File: config.mk
export PLATFORM = sky130hd
export DESIGN_NAME = parity_frame_tx
export DESIGN_NICKNAME = d
export VERILOG_FILES = /design/src/rtl/parity_tx_pkg.sv /design/src/rtl/ParityGenerator.sv /design/src/rtl/parity_frame_tx.sv
export SDC_FILE = /design/constraint.sdc
export NUM_CORES = 1
export LEC_CHECK = 0
export CAP_MARGIN = 20
export CORE_AREA = 2 2 60 62
export DETAILED_ROUTE_END_ITERATION = 10
export DIE_AREA = 0 0 62 64
export MAX_ROUTING_LAYER = met4
export PLACE_DENSITY = 0.79
export SKIP_CTS_REPAIR_TIMING = 1
export SYNTH_ARGS = -nofsm -noshare
export SYNTH_HDL_FRONTEND = slang
export SYNTH_SLANG_ARGS = --single-unit
File: constraint.sdc
create_clock -name clk_i -period 2.3 [get_ports clk_i]
set_clock_uncertainty 0.05 [all_clocks]
set_input_delay 0.46 -clock clk_i [delete_from_list [all_inputs] [get_ports clk_i]]
set_output_delay 0.46 -clock clk_i [all_outputs]
set_load 0.05 [all_outputs]
File: src/rtl/parity_tx_pkg.sv
// parity_tx_pkg: shared types and constants for the parity frame transmitter
package parity_tx_pkg;

    localparam int DATA_W          = 16;
    localparam int FRAME_DATA_BITS = 16;

    typedef enum logic [2:0] {
        IDLE,
        START,
        DATA,
        PARITY,
        STOP
    } state_t;

    // Busy cycles of one frame: start bit, data bits, parity bit, stop bits.
    function automatic int frame_cycles(int clks_per_bit, int stop_bits);
        return (2 + FRAME_DATA_BITS + stop_bits) * clks_per_bit;
    endfunction

endpackage

File: src/rtl/ParityGenerator.sv
// ParityGenerator: XOR reduction of a data word (1 = odd number of ones)
module ParityGenerator #(
    parameter int WIDTH = 16
) (
    input  logic [WIDTH-1:0] a_i,
    output logic             parity_o
);

    assign parity_o = ^a_i;

endmodule

File: src/rtl/parity_frame_tx.sv
// parity_frame_tx: serialises a 16-bit word as start, LSB-first data, parity, stop bits.
// Optional macro PARITY_TX_ODD_PARITY_EN selects odd parity instead of even.
module parity_frame_tx
    import parity_tx_pkg::*;
#(
    parameter int CLKS_PER_BIT = 4,
    parameter int STOP_BITS    = 1
) (
    input  logic              clk_i,
    input  logic              rst_i,
    input  logic [DATA_W-1:0] data_i,
    input  logic              valid_i,
    output logic              ready_o,
    output logic              tx_o,
    output logic              busy_o,
    output logic              done_o
);

    localparam int CW = $clog2(CLKS_PER_BIT * 2 + 1);
    localparam int BW = $clog2(FRAME_DATA_BITS);
    localparam logic [CW-1:0] BIT_LAST  = CW'(CLKS_PER_BIT - 1);
    localparam logic [CW-1:0] STOP_LAST = CW'(STOP_BITS * CLKS_PER_BIT - 1);
    localparam logic [BW-1:0] LAST_BIT  = BW'(FRAME_DATA_BITS - 1);
`ifdef PARITY_TX_ODD_PARITY_EN
    localparam logic ODD = 1'b1;
`else
    localparam logic ODD = 1'b0;
`endif

    state_t            state_q, state_d;
    logic [CW-1:0]     cyc_q, cyc_d;
    logic [BW-1:0]     bit_q, bit_d;
    logic [DATA_W-1:0] shift_q, shift_d;
    logic              par_q, par_d;
    logic              tx_q, tx_d;
    logic              ready_q, ready_d;
    logic              busy_q, busy_d;
    logic              done_q, done_d;
    logic              gen_par;
    logic              accept;
    logic              cyc_last;

    ParityGenerator #(.WIDTH(DATA_W)) u_par (
        .a_i      (data_i),
        .parity_o (gen_par)
    );

    assign accept   = valid_i & ready_q;
    assign cyc_last = (cyc_q == '0);

    // Next state, counters and datapath; outputs follow the next state so they are registered.
    always_comb begin
        state_d = state_q;
        cyc_d   = cyc_q;
        bit_d   = bit_q;
        shift_d = shift_q;
        par_d   = par_q;
        done_d  = 1'b0;
        case (state_q)
            IDLE: begin
                if (accept) begin
                    state_d = START;
                    cyc_d   = BIT_LAST;
                    bit_d   = '0;
                    shift_d = data_i;
                    par_d   = gen_par ^ ODD;
                end
            end
            START: begin
                if (cyc_last) begin
                    state_d = DATA;
                    cyc_d   = BIT_LAST;
                end else begin
                    cyc_d = cyc_q - CW'(1);
                end
            end
            DATA: begin
                if (cyc_last) begin
                    cyc_d = BIT_LAST;
                    if (bit_q == LAST_BIT) begin
                        state_d = PARITY;
                    end else begin
                        shift_d = shift_q >> 1;
                        bit_d   = bit_q + BW'(1);
                    end
                end else begin
                    cyc_d = cyc_q - CW'(1);
                end
            end
            PARITY: begin
                if (cyc_last) begin
                    state_d = STOP;
                    cyc_d   = STOP_LAST;
                end else begin
                    cyc_d = cyc_q - CW'(1);
                end
            end
            STOP: begin
                if (cyc_last) begin
                    state_d = IDLE;
                    done_d  = 1'b1;
                end else begin
                    cyc_d = cyc_q - CW'(1);
                end
            end
            default: state_d = IDLE;
        endcase
        tx_d    = (state_d == START)  ? 1'b0 :
                  (state_d == DATA)   ? shift_d[0] :
                  (state_d == PARITY) ? par_d : 1'b1;
        ready_d = (state_d == IDLE);
        busy_d  = (state_d != IDLE);
    end

    // State and output registers; reset drops any frame and idles the line at once.
    always_ff @(posedge clk_i or posedge rst_i) begin
        if (rst_i) begin
            state_q <= IDLE;
            cyc_q   <= '0;
            bit_q   <= '0;
            shift_q <= '0;
            par_q   <= 1'b0;
            tx_q    <= 1'b1;
            ready_q <= 1'b1;
            busy_q  <= 1'b0;
            done_q  <= 1'b0;
        end else begin
            state_q <= state_d;
            cyc_q   <= cyc_d;
            bit_q   <= bit_d;
            shift_q <= shift_d;
            par_q   <= par_d;
            tx_q    <= tx_d;
            ready_q <= ready_d;
            busy_q  <= busy_d;
            done_q  <= done_d;
        end
    end

    assign ready_o = ready_q;
    assign tx_o    = tx_q;
    assign busy_o  = busy_q;
    assign done_o  = done_q;

endmodule

Word-level counts from Yosys, hierarchy flattened. Cells that the tools add are included.

Bits in read-only memories: 0. Memories kept: 0. Output and inout bits: 4. Memory bits (writable): 0. Register bits after elaboration: 32. Bits in latches: 0. Word-level logic and storage cells: 61. Input port bits: 19.

Add/subtract/negate cells: 2. Equality and inequality tests: 12. Multipliers: 0. Shift-type cells: 0. Reduce and logical (&&, ||, !) cells: 10. Bitwise logic cells: 1. Div/mod/pow operators: 0. Muxes and demuxes: 26. Order comparisons: 0.

Operators with widths (number): $mux 16 (3); $pmux 16 s2 (1); $mux 4 (6); $mux 3 (6); $reduce_xor 16->1 (1); $pmux 3 s5 (1); $eq 3x2->1 const B (4); $pmux 4 s3 (1); $ne 2x2->1 const B (4); $pmux 4 s2 (1); $mux 1 (7); $eq 3x1->1 const B (2); $logic_not 3->1 (2); $reduce_bool 3->1 (2); $add 4x1->4 const B (1); $eq 4x4->1 const B (1); $logic_not 4->1 (1); $reduce_and 4->1 (1); $sub 4x1->4 const B (1); $eq 3x3->1 const B (1); $reduce_and 3->1 (1); $reduce_or 3->1 (1); $reduce_bool 2->1 (1); $and 1x1->1 (1).

Longest topological paths before layout. Gate-level depths: netlist (run 1).

Depth after elaboration: 8. Depth in mapped cells: 9. Gate-level depth less buffers: 7.

Cells and area by module. A second synthesis (run 1) with hierarchy kept.

Cell total of the unflattened synthesis: 179. Area, all modules: 1731.7 um^2.

Modules (own cells, without submodules): parity_frame_tx (cells an instance 164, times used 1, area each 1600.3 um^2, sequential area each 803.3 um^2); ParityGenerator (cells an instance 15, times used 1, area each 131.4 um^2, sequential area each 0.0 um^2).

Least setup slack after synthesis (run 1). OpenSTA, ideal clock, no wires.

Kind: register to register. Start: register cyc_q[0]. End: register shift_q[1]. Setup time: 0.127 ns. Buffers on the path: 2. Data arrival time: 1.809 ns. Required time: 2.123 ns. Path slack: 0.314 ns. Stages on the path, launching flop included: 10. Period minus slack after synthesis: 1.986 ns. Cell sequence: dfrtp_1 inv_1 ha_1 nor3b_4 a31oi_1 nand2b_4 buf_6 buf_6 a222oi_1 inv_1.

Longest elaborated chain between the ends: 3.

Ends and longest elaborated chain: start, declared (line parity_frame_tx.sv:31) `logic [CW-1:0] cyc_q, cyc_d;`; start signal, assigned (line parity_frame_tx.sv:129) `cyc_q <= cyc_d;`; $logic_not 4->1 (line parity_frame_tx.sv:49) `assign cyc_last = (cyc_q == '0);`; $ne 2x2->1 (no line); $reduce_and 4->1 (no line); end signal, assigned (line parity_frame_tx.sv:131) `shift_q <= shift_d;`; end, declared (line parity_frame_tx.sv:33) `logic [DATA_W-1:0] shift_q, shift_d;`.

Every way passes these cells. A chain may end at the register's enable or synchronous reset.

Final worst setup path (run 1).
Start: register ready_q (netlist: ready_o). End: output ready_o.

RTL lines: start, declared (line parity_frame_tx.sv:36) `logic ready_q, ready_d;`; start signal, assigned (line parity_frame_tx.sv:134) `ready_q <= ready_d;`; end, declared (line parity_frame_tx.sv:13) `output logic ready_o,`.

No word-level cell between the ends.

==> impl_metrics.json, run 1 <==
{
  "hold_path.class": "in -> async",
  "multi_input_area_sq_um": 763,
  "critPathBufInv": 1,
  "synth-seq-cells": 32,
  "synth_top_area_cell": "dfrtp_1",
  "wl_per_cell_um": 15.5,
  "initial_core_util_pct": 51.6,
  "drc": 0,
  "track_usage_pct": 21.5,
  "synthesis.nets": 182,
  "ir_worst_vdd_v": 0.000525,
  "htreeDepth": 2,
  "grt_pass1_vias": 1307,
  "setup_viol": 0,
  "ant_nets": 0,
  "die-area_sq_um": 3970,
  "hold_viol": 0,
  "clk_path_buf_depth": 2,
  "grt_antenna_before_repair": 0,
  "ys_types": 43,
  "slowest_stage": "clkdlybuf4s50_1",
  "max_stage_delay_ps": 800,
  "synth_flop_cell": "dfrtp_1",
  "diodes": 0,
  "die_h_um": 64,
  "drtPass1Iterations": 4,
  "area_growth_pct": 19.3,
  "slew_viol_final": 0,
  "max-cap-violations": 0,
  "p_leak_nw": 0.919,
  "worst_ep_arrival_time_ps": 1680,
  "wl_um": 3610,
  "fin_crit_ps": 2190,
  "hpwlAfterDp_um": 2650,
  "insertion_delay_ps": 330,
  "status": "completed",
  "portBuffers": 22,
  "ys_seq_area_share_pct": 47.4,
  "crit_type": "reg -> out",
  "slew_headroom_pct": 66.2,
  "viasPerCell": 5.74,
  "synth-async-reset-ratio_pct": 100,
  "grt_first_pass_wirelength_um": 6100,
  "worstPathCellList": "clkdlybuf4s50_1",
  "cts_root_buf": "clkbuf_4",
  "fmax_mhz": 456,
  "regArea_sq_um": 803,
  "endpoint_kind": "output pin",
  "die_w_um": 62,
  "fp-row-count": 21,
  "drt_iter0_markers": 224,
  "period_share_pct": 95.3,
  "cts-buffers-inserted": 5,
  "drive_gt1_share_pct": 12.8,
  "cts_tree": "done",
  "synth_common_cells": "dfrtp_1, inv_1, xnor2_1, a222oi_1, nand2_1",
  "yosys.cell_count.top_type": "dfrtp_1",
  "core_sq_um": 3280,
  "power_mw": 2.45,
  "crit_fanout": 3,
  "grt_start_max_net_pins": 33,
  "syn_area_per_cell_sq_um": 10.6,
  "netlist_area_sq_um": 1700,
  "holdWs_ps": 457,
  "clk_pin_slew_ps": 100,
  "synth_edf_count": 0,
  "tightest_slew_ps": 506,
  "power_density_nw_per_um2": 1210,
  "dr_total_vias": 1338,
  "cts_sinks": 32,
  "crit_family": "buffers and inverters",
  "tns_ps": 0,
  "io_pins": 23,
  "gp_congestion": 0.908,
  "synth_area_leaders": "dfrtp_1, a222oi_1, xnor2_1",
  "fin_nets": 208,
  "grt_overflow": 0,
  "yosysTopAreaCellShare_pct": 44.3,
  "crit_path_start_kind": "register",
  "fillers": 273,
  "syn_inst": 160,
  "rsz0062_at_grt": "no",
  "yosys_warnings": 0,
  "cp.required_ps": 1790
}
==> layer usage <==
metal | up-vias | part of all wire [%] | global-route usage, %
met4 | 0 | 1.5 | 7.18
met5 | - | 0 | -
met1 | 653 | 41 | 25.6
met3 | 7 | 5.5 | 4.86
li1 | 630 | - | -
met2 | 48 | 52 | 35.0
==> final cells by class <==
cell class	instances	area share, %
clock buffer	8	2.91
multi-input combinational	100	37.7
timing repair buffer	29	13.5
sequential	32	39.7
tap	46	2.84
inverter	18	3.34
==> state kept, by name, indices dropped and copies added, names as in the netlist <==
register,count
cyc_q,4
state_q,3
busy_o,1
bit_q,4
done_o,1
tx_o,1
shift_q,16
par_q,1
ready_o,1
==> cell usage in the layout, fill, tap and decap left out, types with 2 or more instances in the layout <==
| cell type | instances |
|---|---|
| xnor2_1 | 16 |
| ha_1 | 3 |
| a21oi_1 | 3 |
| o21ai_0 | 6 |
| inv_1 | 18 |
| o211ai_1 | 2 |
| clkbuf_1 | 2 |
| nor4_1 | 3 |
| a22o_1 | 2 |
| nand4b_1 | 2 |
| nand3_1 | 4 |
| dfstp_2 | 2 |
| xor2_1 | 2 |
| nand2_1 | 9 |
| mux2_2 | 2 |
| buf_4 | 7 |
| nor3_1 | 2 |
| clkbuf_4 | 5 |
| nor2_1 | 7 |
| a222oi_1 | 14 |
| clkdlybuf4s50_1 | 22 |
| nor3b_1 | 2 |
| dfrtp_1 | 30 |
==> power breakdown <==
group	switching [mW]	total (mW)	internal [mW]
Clock	0.182	0.332	0.151
Combinational	0.581	1.10	0.515
Sequential	0.209	1.02	0.815
==> through the flow <==
step           utilization [%]  area (sq um)  setup WS [ps]  cells
3_3_place_gp              59.4          1950            246    223
5_1_grt                   61.6          2020           68.5    233
2_1_floorplan                -          1700            314    160
6_report                  61.6          2020            108    233
3_5_place_dp              59.4          1950            173    223
4_1_cts                   61.1          2010           96.4    231
==> path summary, 6_finish.rpt <==
path | slack (ps) | startpoint | endpoint | cells past startpoint
worst min register to register | 460 | shift_q[12] | shift_q[12] | 2
worst max register to register | 290 | cyc_q[0] | shift_q[5] | 7
max in group asynchronous | 1410 | rst_i | tx_o | 3
worst min-delay path | 460 | rst_i | shift_q[1] | 3
worst max-delay path | 110 | ready_o | ready_o | 1
min in group clk_i | 460 | shift_q[12] | shift_q[12] | 2
==> kinds of logic (layout without fill, tap and decap cells) <==
kind of cell | count (synthesis) | after routing | share of synthesized area (%)
compound gates | 34 | 34 | 16.2
xor+xnor | 18 | 18 | 9.30
fa+ha+maj | 3 | 3 | 2.21
buf+inv | 28 | 55 | 7.60
flops | 32 | 32 | 47.4
mux | 2 | 2 | 1.33
simple gates | 43 | 43 | 16.0
No activity file was read; power rests on OpenSTA's default activity.
==> run 2: changes to the inputs <==
--- a/config.mk
+++ b/config.mk
@@ -11,6 +11,7 @@
 export DIE_AREA = 0 0 62 64
 export MAX_ROUTING_LAYER = met4
 export PLACE_DENSITY = 0.79
+export SETUP_SLACK_MARGIN = 0.02
 export SKIP_CTS_REPAIR_TIMING = 1
 export SYNTH_ARGS = -nofsm -noshare
 export SYNTH_HDL_FRONTEND = slang
==> results of run 2 <==
No change in the layout: final DEF, timing and power equal those of run 1.
==> RTL edit, RTL diff (settings of run 2) <==
Remove the register `tx_q`: a continuous assignment takes its place, so the output `tx_o` follows one clock earlier.
--- a/src/rtl/parity_frame_tx.sv
+++ b/src/rtl/parity_frame_tx.sv
@@ -122,3 +122,2 @@
             par_q   <= 1'b0;
-            tx_q    <= 1'b1;
             ready_q <= 1'b1;
@@ -132,3 +131,2 @@
             par_q   <= par_d;
-            tx_q    <= tx_d;
             ready_q <= ready_d;
@@ -138,2 +136,4 @@
     end
+
+    assign tx_q = tx_d;
 
Behaviour: not the same (Yosys sat finds a counterexample within 4 cycles, from zero or initial values and one cycle with rst_i high).
==> RTL edit against run 2 <==
The flow now finishes with violations (negative setup slack). Largest cell class unchanged. Worst setup slack got worse by 0.67 ns. Final area rose by 1.9%. Routed wire length rose by 2.9%. Sequential cell count fell by 1. Non-clock buffer count rose by 15. Synthesized area fell by 6.9%.
Power is not compared: it rests on default switching activity, and its combinational part moved more than twofold at a synthesized area within 25%.
==> RTL edit: results (changes against run 2) <==
- The number of non-clock buffers in the layout came to 44 (+52%).
- The setup-violating endpoint count in the final report is 1 (+1).
* Result of the run: complete, but fails checks
- Fin nets: 217 (+4.3%)
- Global-route wire length before repair: 6290 µm (+3.0%)
* DRC marker count from the first detailed-route iteration: 139 (-38%)
- Multi-input gates: 95 (-5.0%)
* Relative slew slack: 0.623 (-0.0385)
* Number of library cell types mapped by synthesis: 39 (-9.3%)
* Hold slack: 0.433 ns (-0.0249 ns)
- The kind of cell with the highest combined delay along the critical path is compound AO/OA/AOI/OAI gates.
- The largest net degree at the start of global routing is 32 (-3.0%).
- Capturing point of the worst reg2reg path: bit_q[2]
* Layout cells sized above 1: 0.179 (+0.0502)
* Critical path fanouts, max: 4 (+1)
* First element of the critical path: state_q[0]
* Mapped Avg Cell Area: 10.4 µm² (-2.0%)
* Ranking of synthesized cells by area: sky130_fd_sc_hd__dfrtp_1 48%, sky130_fd_sc_hd__a222oi_1 8.9%, sky130_fd_sc_hd__xnor2_1 7.8%
- The logic depth of the worst register-to-register path came to 6 (-1).
* Cell at the slowest stage of the critical path: sky130_fd_sc_hd__dfrtp_1
* Most common library cells after synthesis: 30 x sky130_fd_sc_hd__dfrtp_1, 18 x sky130_fd_sc_hd__inv_1, 14 x sky130_fd_sc_hd__a222oi_1, 14 x sky130_fd_sc_hd__xnor2_1, 10 x sky130_fd_sc_hd__nand2_1
- The placed wire-length estimate came to 2750 µm (+4.0%).
- Nets in the synthesized netlist: 174 (-4.4%)
- Number of detailed-route iterations in the first pass: 6 (+2)
- Failing checks: negative setup slack
- The clock-cell share of area was 0.0243 (-0.00479).
* Post-route worst setup slack: -0.563 ns (-0.671 ns)
- Seq cells post-synth: 31 (-3.1%)
- Final total negative setup slack: -0.563 ns (-0.563 ns)
- GRT Total Usage: 0.226 (+0.0112)
- RD Place Congestion: 0.829 (-8.7%)
-- RTL edit: cell count changes in the layout (fill, tap and decap cells not counted), moves of 2 or more --
| cell | run 2 | this run |
|---|---|---|
| sky130_fd_sc_hd__buf_4 | 7 | 22 |
| sky130_fd_sc_hd__o211ai_1 | 2 | 0 |
| sky130_fd_sc_hd__xor2_1 | 2 | 5 |
| sky130_fd_sc_hd__xnor2_1 | 16 | 14 |
| sky130_fd_sc_hd__clkdlybuf4s50_1 | 22 | 20 |
| sky130_fd_sc_hd__a21oi_1 | 3 | 5 |
| sky130_fd_sc_hd__nor2_1 | 7 | 9 |
| sky130_fd_sc_hd__nor4_1 | 3 | 0 |
| sky130_fd_sc_hd__nand4b_1 | 2 | 0 |
-- RTL edit: kinds of logic (layout without fill, tap and decap cells) --
group,Yosys count,in the layout,share of synthesized area
compound gates,35,35,0.179
xor+xnor,19,19,0.105
fa+ha+maj,3,3,0.0238
buf+inv,26,70,0.0714
flops,31,31,0.492
mux,1,1,0.00714
simple gates,37,37,0.121
-- RTL edit: through the flow --
stage	utilization	setup slack [ns]
after floorplan	-	-0.166
after global placement	0.608	-0.293
after detailed placement	0.608	-0.328
after CTS	0.623	-0.616
after global routing	0.628	-0.637
final	0.628	-0.563
-- RTL edit: per-layer routing --
| metal | track usage | routed length (µm) |
|---|---|---|
| met1 | 0.276 | 1490 |
| met2 | 0.344 | 1940 |
| met3 | 0.0445 | 185 |
| met4 | 0.122 | 97 |
| met5 | - | 0 |
-- RTL edit: power groups by stage --
stage,Clock (mW),Sequential [mW],Combinational [mW]
finish,0.313,0.545,0.112
global route,0.350,0.545,0.121
CTS,0.325,0.545,0.112
detailed placement,0,0.555,0.112
global placement,0,0.555,0.110
floorplan,0,0.555,0.0612
